===== src/rtl/ysyx_22050612_pkg.sv =====
// ysyx_22050612_pkg: shared GPR geometry constants used as parameter defaults.
package ysyx_22050612_pkg;
  localparam int GPR_AW = 5;
  localparam int XLEN = 64;
endpackage


===== src/rtl/ysyx_22050612_rr_pick.sv =====
// ysyx_22050612_rr_pick: combinational round-robin picker over a doubled request vector.
module ysyx_22050612_rr_pick #(
  parameter int N = 3
) (
  input  logic [N-1:0]         req,
  input  logic [$clog2(N)-1:0] ptr,
  output logic [N-1:0]         gnt,
  output logic [$clog2(N)-1:0] gnt_idx,
  output logic                 any
);
  localparam int PW = $clog2(N);
  localparam int W2 = 2 * N;
  localparam int IW = $clog2(W2);
  logic [W2-1:0] dbl;
  logic [IW-1:0] pos;
  always_comb begin
    // low copy masked below ptr, high copy supplies the wrap-around
    dbl = {req, req} & ~((W2'(1) << ptr) - W2'(1));
    pos = '0;
    for (int i = W2 - 1; i >= 0; i--) pos = dbl[i] ? IW'(i) : pos;
    any = |req;
    gnt_idx = PW'(pos >= IW'(N) ? pos - IW'(N) : pos);
    gnt = any ? N'(1) << gnt_idx : '0;
  end
endmodule


===== src/rtl/ysyx_22050612_wbarb.sv =====
// ysyx_22050612_wbarb: round-robin GPR write-port arbiter with one-cycle write stage.
// Define YSYX_22050612_WBARB_FWD_EN to add staged-write forwarding to the decode read ports.
module ysyx_22050612_wbarb
  import ysyx_22050612_pkg::*;
#(
  parameter int NREQ = 3,
  parameter int AW = GPR_AW,
  parameter int DW = XLEN
) (
  input  logic              clk,
  input  logic              rst,
  input  logic [NREQ-1:0]   req_valid,
  output logic [NREQ-1:0]   req_ready,
  input  logic [NREQ*AW-1:0] req_rd,
  input  logic [NREQ*DW-1:0] req_data,
`ifdef YSYX_22050612_WBARB_FWD_EN
  input  logic [AW-1:0]     fwd_rs1,
  input  logic [AW-1:0]     fwd_rs2,
  output logic              fwd_hit1,
  output logic              fwd_hit2,
  output logic [DW-1:0]     fwd_data1,
  output logic [DW-1:0]     fwd_data2,
`endif
  output logic              gpr_wen,
  output logic [AW-1:0]     gpr_waddr,
  output logic [DW-1:0]     gpr_wdata
);
  localparam int PW = $clog2(NREQ);
  logic [PW-1:0] ptr, gnt_idx;
  logic          any, stg_v, wr;
  logic [AW-1:0] stg_rd;
  logic [DW-1:0] stg_data;
  ysyx_22050612_rr_pick #(.N(NREQ)) u_pick (
    .req(req_valid),
    .ptr(ptr),
    .gnt(req_ready),
    .gnt_idx(gnt_idx),
    .any(any)
  );
  always_ff @(posedge clk) begin
    if (rst) begin
      ptr <= '0;
      stg_v <= 1'b0;
      stg_rd <= '0;
      stg_data <= '0;
    end else begin
      stg_v <= any;
      if (any) begin
        ptr <= gnt_idx == PW'(NREQ - 1) ? '0 : gnt_idx + 1'b1;
        stg_rd <= req_rd[gnt_idx*AW +: AW];
        stg_data <= req_data[gnt_idx*DW +: DW];
      end
    end
  end
  // reset in the landing cycle discards the staged write
  assign wr = stg_v & (|stg_rd) & ~rst;
  assign gpr_wen = wr;
  assign gpr_waddr = stg_rd;
  assign gpr_wdata = stg_data;
`ifdef YSYX_22050612_WBARB_FWD_EN
  assign fwd_hit1 = wr & (stg_rd == fwd_rs1);
  assign fwd_hit2 = wr & (stg_rd == fwd_rs2);
  assign fwd_data1 = stg_data;
  assign fwd_data2 = stg_data;
`endif
endmodule


===== config.mk =====
export PLATFORM = sky130hd
export DESIGN_NAME = ysyx_22050612_wbarb
export DESIGN_NICKNAME = d
export VERILOG_FILES = /design/src/rtl/ysyx_22050612_pkg.sv /design/src/rtl/ysyx_22050612_rr_pick.sv /design/src/rtl/ysyx_22050612_wbarb.sv
export SDC_FILE = /design/constraint.sdc
export NUM_CORES = 1
export LEC_CHECK = 0
export CORE_AREA = 2 2 111 113
export DETAILED_ROUTE_END_ITERATION = 8
export DIE_AREA = 0 0 113 115
export DONT_BUFFER_PORTS = 1
export PLACE_DENSITY_LB_ADDON = 0.1
export SLEW_MARGIN = 15
export SYNTH_ARGS = -nofsm -noshare
export SYNTH_HDL_FRONTEND = slang
export SYNTH_SLANG_ARGS = --single-unit

===== constraint.sdc =====
create_clock -name clk -period 4 [get_ports clk]
set_input_delay 0.8 -clock clk [delete_from_list [all_inputs] [get_ports clk]]
set_output_delay 0.8 -clock clk [all_outputs]
set_load 0.02 [all_outputs]

### Yosys cells after proc, flatten, opt, wreduce, memory -nomap -nowiden

Index checks and enable logic that the tools add are counted.

| operators by class | value |
|---|---|
| add/subtract/negate cells | 3 |
| multipliers | 1 |
| order comparisons | 1 |
| equality and inequality tests | 1 |
| shift operators | 4 |
| mux-type cells | 9 |
| bitwise operators | 5 |
| reduce and logical (&&, ||, !) cells | 2 |

Operator list:

| kind | number |
|---|---|
| $shiftx 192x9->64 | 1 |
| $mux 3 | 7 |
| $shiftx 15x6->5 | 1 |
| $and 6x6->6 | 1 |
| $not 6->6 | 1 |
| $shl 1x2->6 const A | 1 |
| $sub 6x1->6 const B | 1 |
| $mul 2x3->5 const B | 1 |
| $reduce_or 5->1 | 1 |
| $mux 2 | 2 |
| $ge 3x2->1 const B | 1 |
| $reduce_or 3->1 | 1 |
| $shl 1x2->3 const A | 1 |
| $add 2x1->2 const B | 1 |
| $and 1x1->1 | 2 |
| $eq 2x2->1 const B | 1 |
| $sub 2x2->2 const B | 1 |
| $not 1->1 | 1 |

| word-level totals | value |
|---|---|
| register bits after elaboration | 72 |
| input port bits | 212 |
| output and inout bits | 73 |
| word-level logic and storage cells | 30 |

### Longest topological paths before layout

| logic depth | value |
|---|---|
| word-level depth | 14 |
| gate-level depth with buffers | 15 |

### Hierarchy

Synthesis repeated with hierarchy kept, for this count alone.

| second synthesis, totals | value |
|---|---|
| cell total of the unflattened synthesis | 489 |
| area, all modules | 4493.1 µm² |

By module, submodules not included:

| module | times used | cells each | area an instance (µm²) |
|---|---|---|---|
| ysyx_22050612_wbarb | 1 | 476 | 4390.5 |
| ysyx_22050612_rr_pick | 1 | 13 | 102.6 |

### Worst setup path before layout

OpenSTA, ideal clock, no wires.

| timing path | value |
|---|---|
| path kind | input to output |
| from | input port req_valid[2] |
| to | output port req_ready[0] |
| data arrival time | 3.020 ns |
| data required time | 3.200 ns |
| path slack | 0.180 ns |
| stages on the path | 13 |
| cells stage by stage | buf_2 nor2b_1 o32ai_1 a21oi_1 ha_1 inv_1 o31ai_2 o21a_1 buf_6 or3_1 buf_4 buf_6 nor2_1 |

| on the way | value |
|---|---|
| longest elaborated chain between the ends | 11 |
| elaborated cells between the ends (all ways) | 13 |
| classes of those cells | add/sub: 1; order compare: 1; shift: 1; mux: 8; bitwise: 1; reduce/logical: 1 |

Ends and longest elaborated chain:

| what | line | RTL |
|---|---|---|
| start: declaration | ysyx_22050612_wbarb.sv:12 | `input logic [NREQ-1:0] req_valid,` |
| $and 6x6->6 | ysyx_22050612_rr_pick.sv:18 | `dbl = {req, req} & ~((W2'(1) << ptr) - W2'(1));` |
| $mux 3 (6 in a row) | ysyx_22050612_rr_pick.sv:20 | `for (int i = W2 - 1; i >= 0; i--) pos = dbl[i] ? IW'(i) : pos;` |
| $ge 3x2->1 / $sub 2x2->2 (equally long branches) | ysyx_22050612_rr_pick.sv:22 | `gnt_idx = PW'(pos >= IW'(N) ? pos - IW'(N) : pos);` |
| $mux 2 | ysyx_22050612_rr_pick.sv:22 |  |
| $shl 1x2->3 | ysyx_22050612_rr_pick.sv:23 | `gnt = any ? N'(1) << gnt_idx : '0;` |
| $mux 3 (*) | ysyx_22050612_rr_pick.sv:23 |  |
| end: declaration | ysyx_22050612_wbarb.sv:13 | `output logic [NREQ-1:0] req_ready,` |

Mark *: on every way between the ends. The rest lies on a longest branch, timed or not.

### Worst setup path after layout

Same ends and word-level chain as after synthesis.

==> results.txt <==
status -> finished with violations
failing checks -> design-rule violations
area added between synthesis and finish -> 6.63%
CTS tree -> done
Int Pwr -> 1.77 mW
leading area contributor after synthesis -> dfxtp_1
setup_tns -> 0 ns
Final nets -> 672
Min Clock Period, post-route -> 3.57 ns
Area contributors post-synth -> dfxtp_1 34%, nor4b_1 8.9%, a211oi_1 7.6%
drc violations -> 19
Post-Syn Instances -> 501
Worst Hold Class -> in -> reg
antenna-violating nets left -> 0
vias -> 4,017
largest net degree at the start of global routing -> 96
Worst Tran Pin Value -> 0.854 ns
Ports -> 285
CP Cell Sequence -> nor2b_1 > o32ai_1 > a21oi_1 > ha_1 > inv_1 > o31ai_2 > o21a_2 > or3_1 > nor2_1 > buf_4
net switching power -> 1.16 mW
die area -> 0.0130 mm²
first-pass GRT wire length -> 21.5 mm
CTS root buffer -> clkbuf_16
category of the worst setup path capture point -> primary output
setup violators final -> 0
post-placement cell area -> 0.00422 mm²
CTS resizes -> 0
Seq/Total Area, Yosys -> 0.340
grt total ovfl -> 0
DR pass1 iterations -> 7
Fmax -> 280 MHz
max cap viols -> 0
routed wire length per instance -> 23.6 µm
Clk pwr share -> 0.279
first-iteration detailed-routing DRC count -> 296
Net Sw Frac -> 0.395
port buffer count -> 0
Yosys Warn Count -> 0
number of antenna violations at the first check in global routing -> 1
row cnt -> 40
max-slew violations -> 0
Slowest cell on crit path -> or3_1
clk slew on worst S/H paths -> 0.05 ns
final RePlAce weighted congestion -> 0.770
Worst Path Class, Setup -> in -> out
Tcrit/Tclk final -> 0.894
Synth Net Count -> 714
Post-CTS Hold Buffers -> 0
Gate power share -> 0.327
fillers -> 1,191
share of cells above drive strength 1 -> 0.114
Max IR drop VDD -> 0.000214 V
Vias/cell -> 6.56
height of the die -> 115 µm
sequential share of power -> 0.394
post-synth cell types -> 37
RSZ-0062 raised after global routing -> false
P per Cell Area -> 647 mW/mm²
CP required -> 3.20 ns
global router's overall resource usage -> 0.209
crit start category -> input pin
clock skew -> 0.00471 ns
vias in the first global route -> 3,935
commonest non-fill, non-tap cell in the layout -> dfxtp_1
total CTS buffers -> 9
P_leak -> 1.62 nW
CP arrival -> 2.77 ns
hpwl dp -> 9.37 mm
Seq cells post-synth -> 72
Max FO, Critical Path -> 23
final WL -> 14.4 mm
Cell Area, Synth -> 0.00424 mm²
crit-path max cell delay -> 0.43 ns
H-tree levels -> 3
Die X -> 113 µm
post-route cell area -> 0.00453 mm²
Setup Buffers After CTS -> 0
post-synth top area share -> 0.340
Clock Latency Late Sink -> 0.33 ns
Final Hold Viols -> 0
initial core utilization -> 0.359
synthesized area per cell -> 8.47 µm²
Slew headroom -> 0.431
clk sinks -> 72
CTS Buffer Depth -> 2
most frequent cells in the layout -> 72 x dfxtp_1, 55 x a21oi_1, 49 x nor2_1
core area -> 0.0118 mm²
per-layer routing:
metal | share of wire | track usage
met2 | 0.49 | 0.362
met4 | 0.017 | 0.0821
met1 | 0.39 | 0.243
met3 | 0.10 | 0.0638
met5 | 0 | 0
critical path: cells and delay by family:
family	cells	cell delay, ns
buffers and inverters	2	0.24
AND/OR/NAND/NOR	3	0.68
adder cells (fa/ha/maj)	1	0.23
AO/OA/AOI/OAI	4	0.83
cell type report:
cell class	count	area, µm²	area share
Timing Repair Buffer	11	95.1	0.0210
Multi-Input combinational cell	361	2490	0.550
Tap cell	147	184	0.0406
Inverter	4	15.0	0.00332
Clock buffer	13	260	0.0575
Sequential cell	72	1440	0.318
Clock inverter	3	40.0	0.00885
Antenna cell	1	2.50	0.000553
registers in the layout (all words and copies together), names as in the netlist:
register,count
ptr,2
stg_v,1
gpr_waddr,5
gpr_wdata,64
Yosys cell counts:
cell and count:
or2_1 1, and2_1 2, nor4b_1 43, a211oi_1 43, nand2_1 4, a21boi_0 1, a2bb2oi_1 27, o32ai_1 1
nand3_2 1, a221o_1 1, nor4bb_4 1, a21oi_2 18, nor3b_1 1, a31oi_1 44, nor3_1 1, buf_6 4
buf_2 19, nand2b_1 2, nor3_4 1, nor4_4 1, a32oi_1 1, mux2i_1 26, a31o_1 1, buf_4 6
inv_1 4, or4_1 1, and3_1 1, o31ai_2 1, dfxtp_1 72, a21oi_1 55, ha_1 1, o21a_1 1
nor2b_1 3, nand3_1 26, nor2_1 49, clkbuf_1 35, or3_1 2
per-stage QoR:
stage,util,hold WS (ns),setup WS [ns],instances,total power [mW]
after floorplan,-,0.571,0.180,501,1.96
after global placement,0.358,0.558,0.505,595,2.12
after detailed placement,0.358,0.562,0.420,595,2.13
after CTS,0.383,0.517,0.414,611,2.96
after global routing,0.383,0.511,0.192,612,3.10
final,0.383,0.533,0.425,612,2.93
path summary, 6_finish.rpt:
| check | start | to | slack (ns) | cells after the start |
|---|---|---|---|---|
| min reg2reg | ptr[1]$_SDFFE_PP0P_ | ptr[1]$_SDFFE_PP0P_ | 0.57 | 2 |
| max | req_valid[2] | req_ready[0] | 0.43 | 10 |
| max reg2reg | ptr[1]$_SDFFE_PP0P_ | gpr_wdata[17]$_SDFFE_PP0P_ | 0.68 | 12 |
| min | rst | gpr_wdata[29]$_SDFFE_PP0P_ | 0.53 | 1 |
power by group through the flow:
| stage | clock [mW] | sequential, mW | combinational, mW |
|---|---|---|---|
| after global placement | 0 | 1.17 | 0.946 |
| after global routing | 0.868 | 1.17 | 1.06 |
| after detailed placement | 0 | 1.17 | 0.960 |
| final | 0.817 | 1.15 | 0.957 |
| after CTS | 0.843 | 1.16 | 0.961 |
| after floorplan | 0 | 1.12 | 0.838 |
kinds of logic after synthesis:
logic type / synth area share
AND/OR/NAND/NOR: 0.204
multiplexers: 0.0613
flip-flops: 0.340
buffers and inverters: 0.0781
adder cells (fa/ha/maj): 0.00295
AO/OA/AOI/OAI: 0.314
No activity file was read; power rests on OpenSTA's default activity.
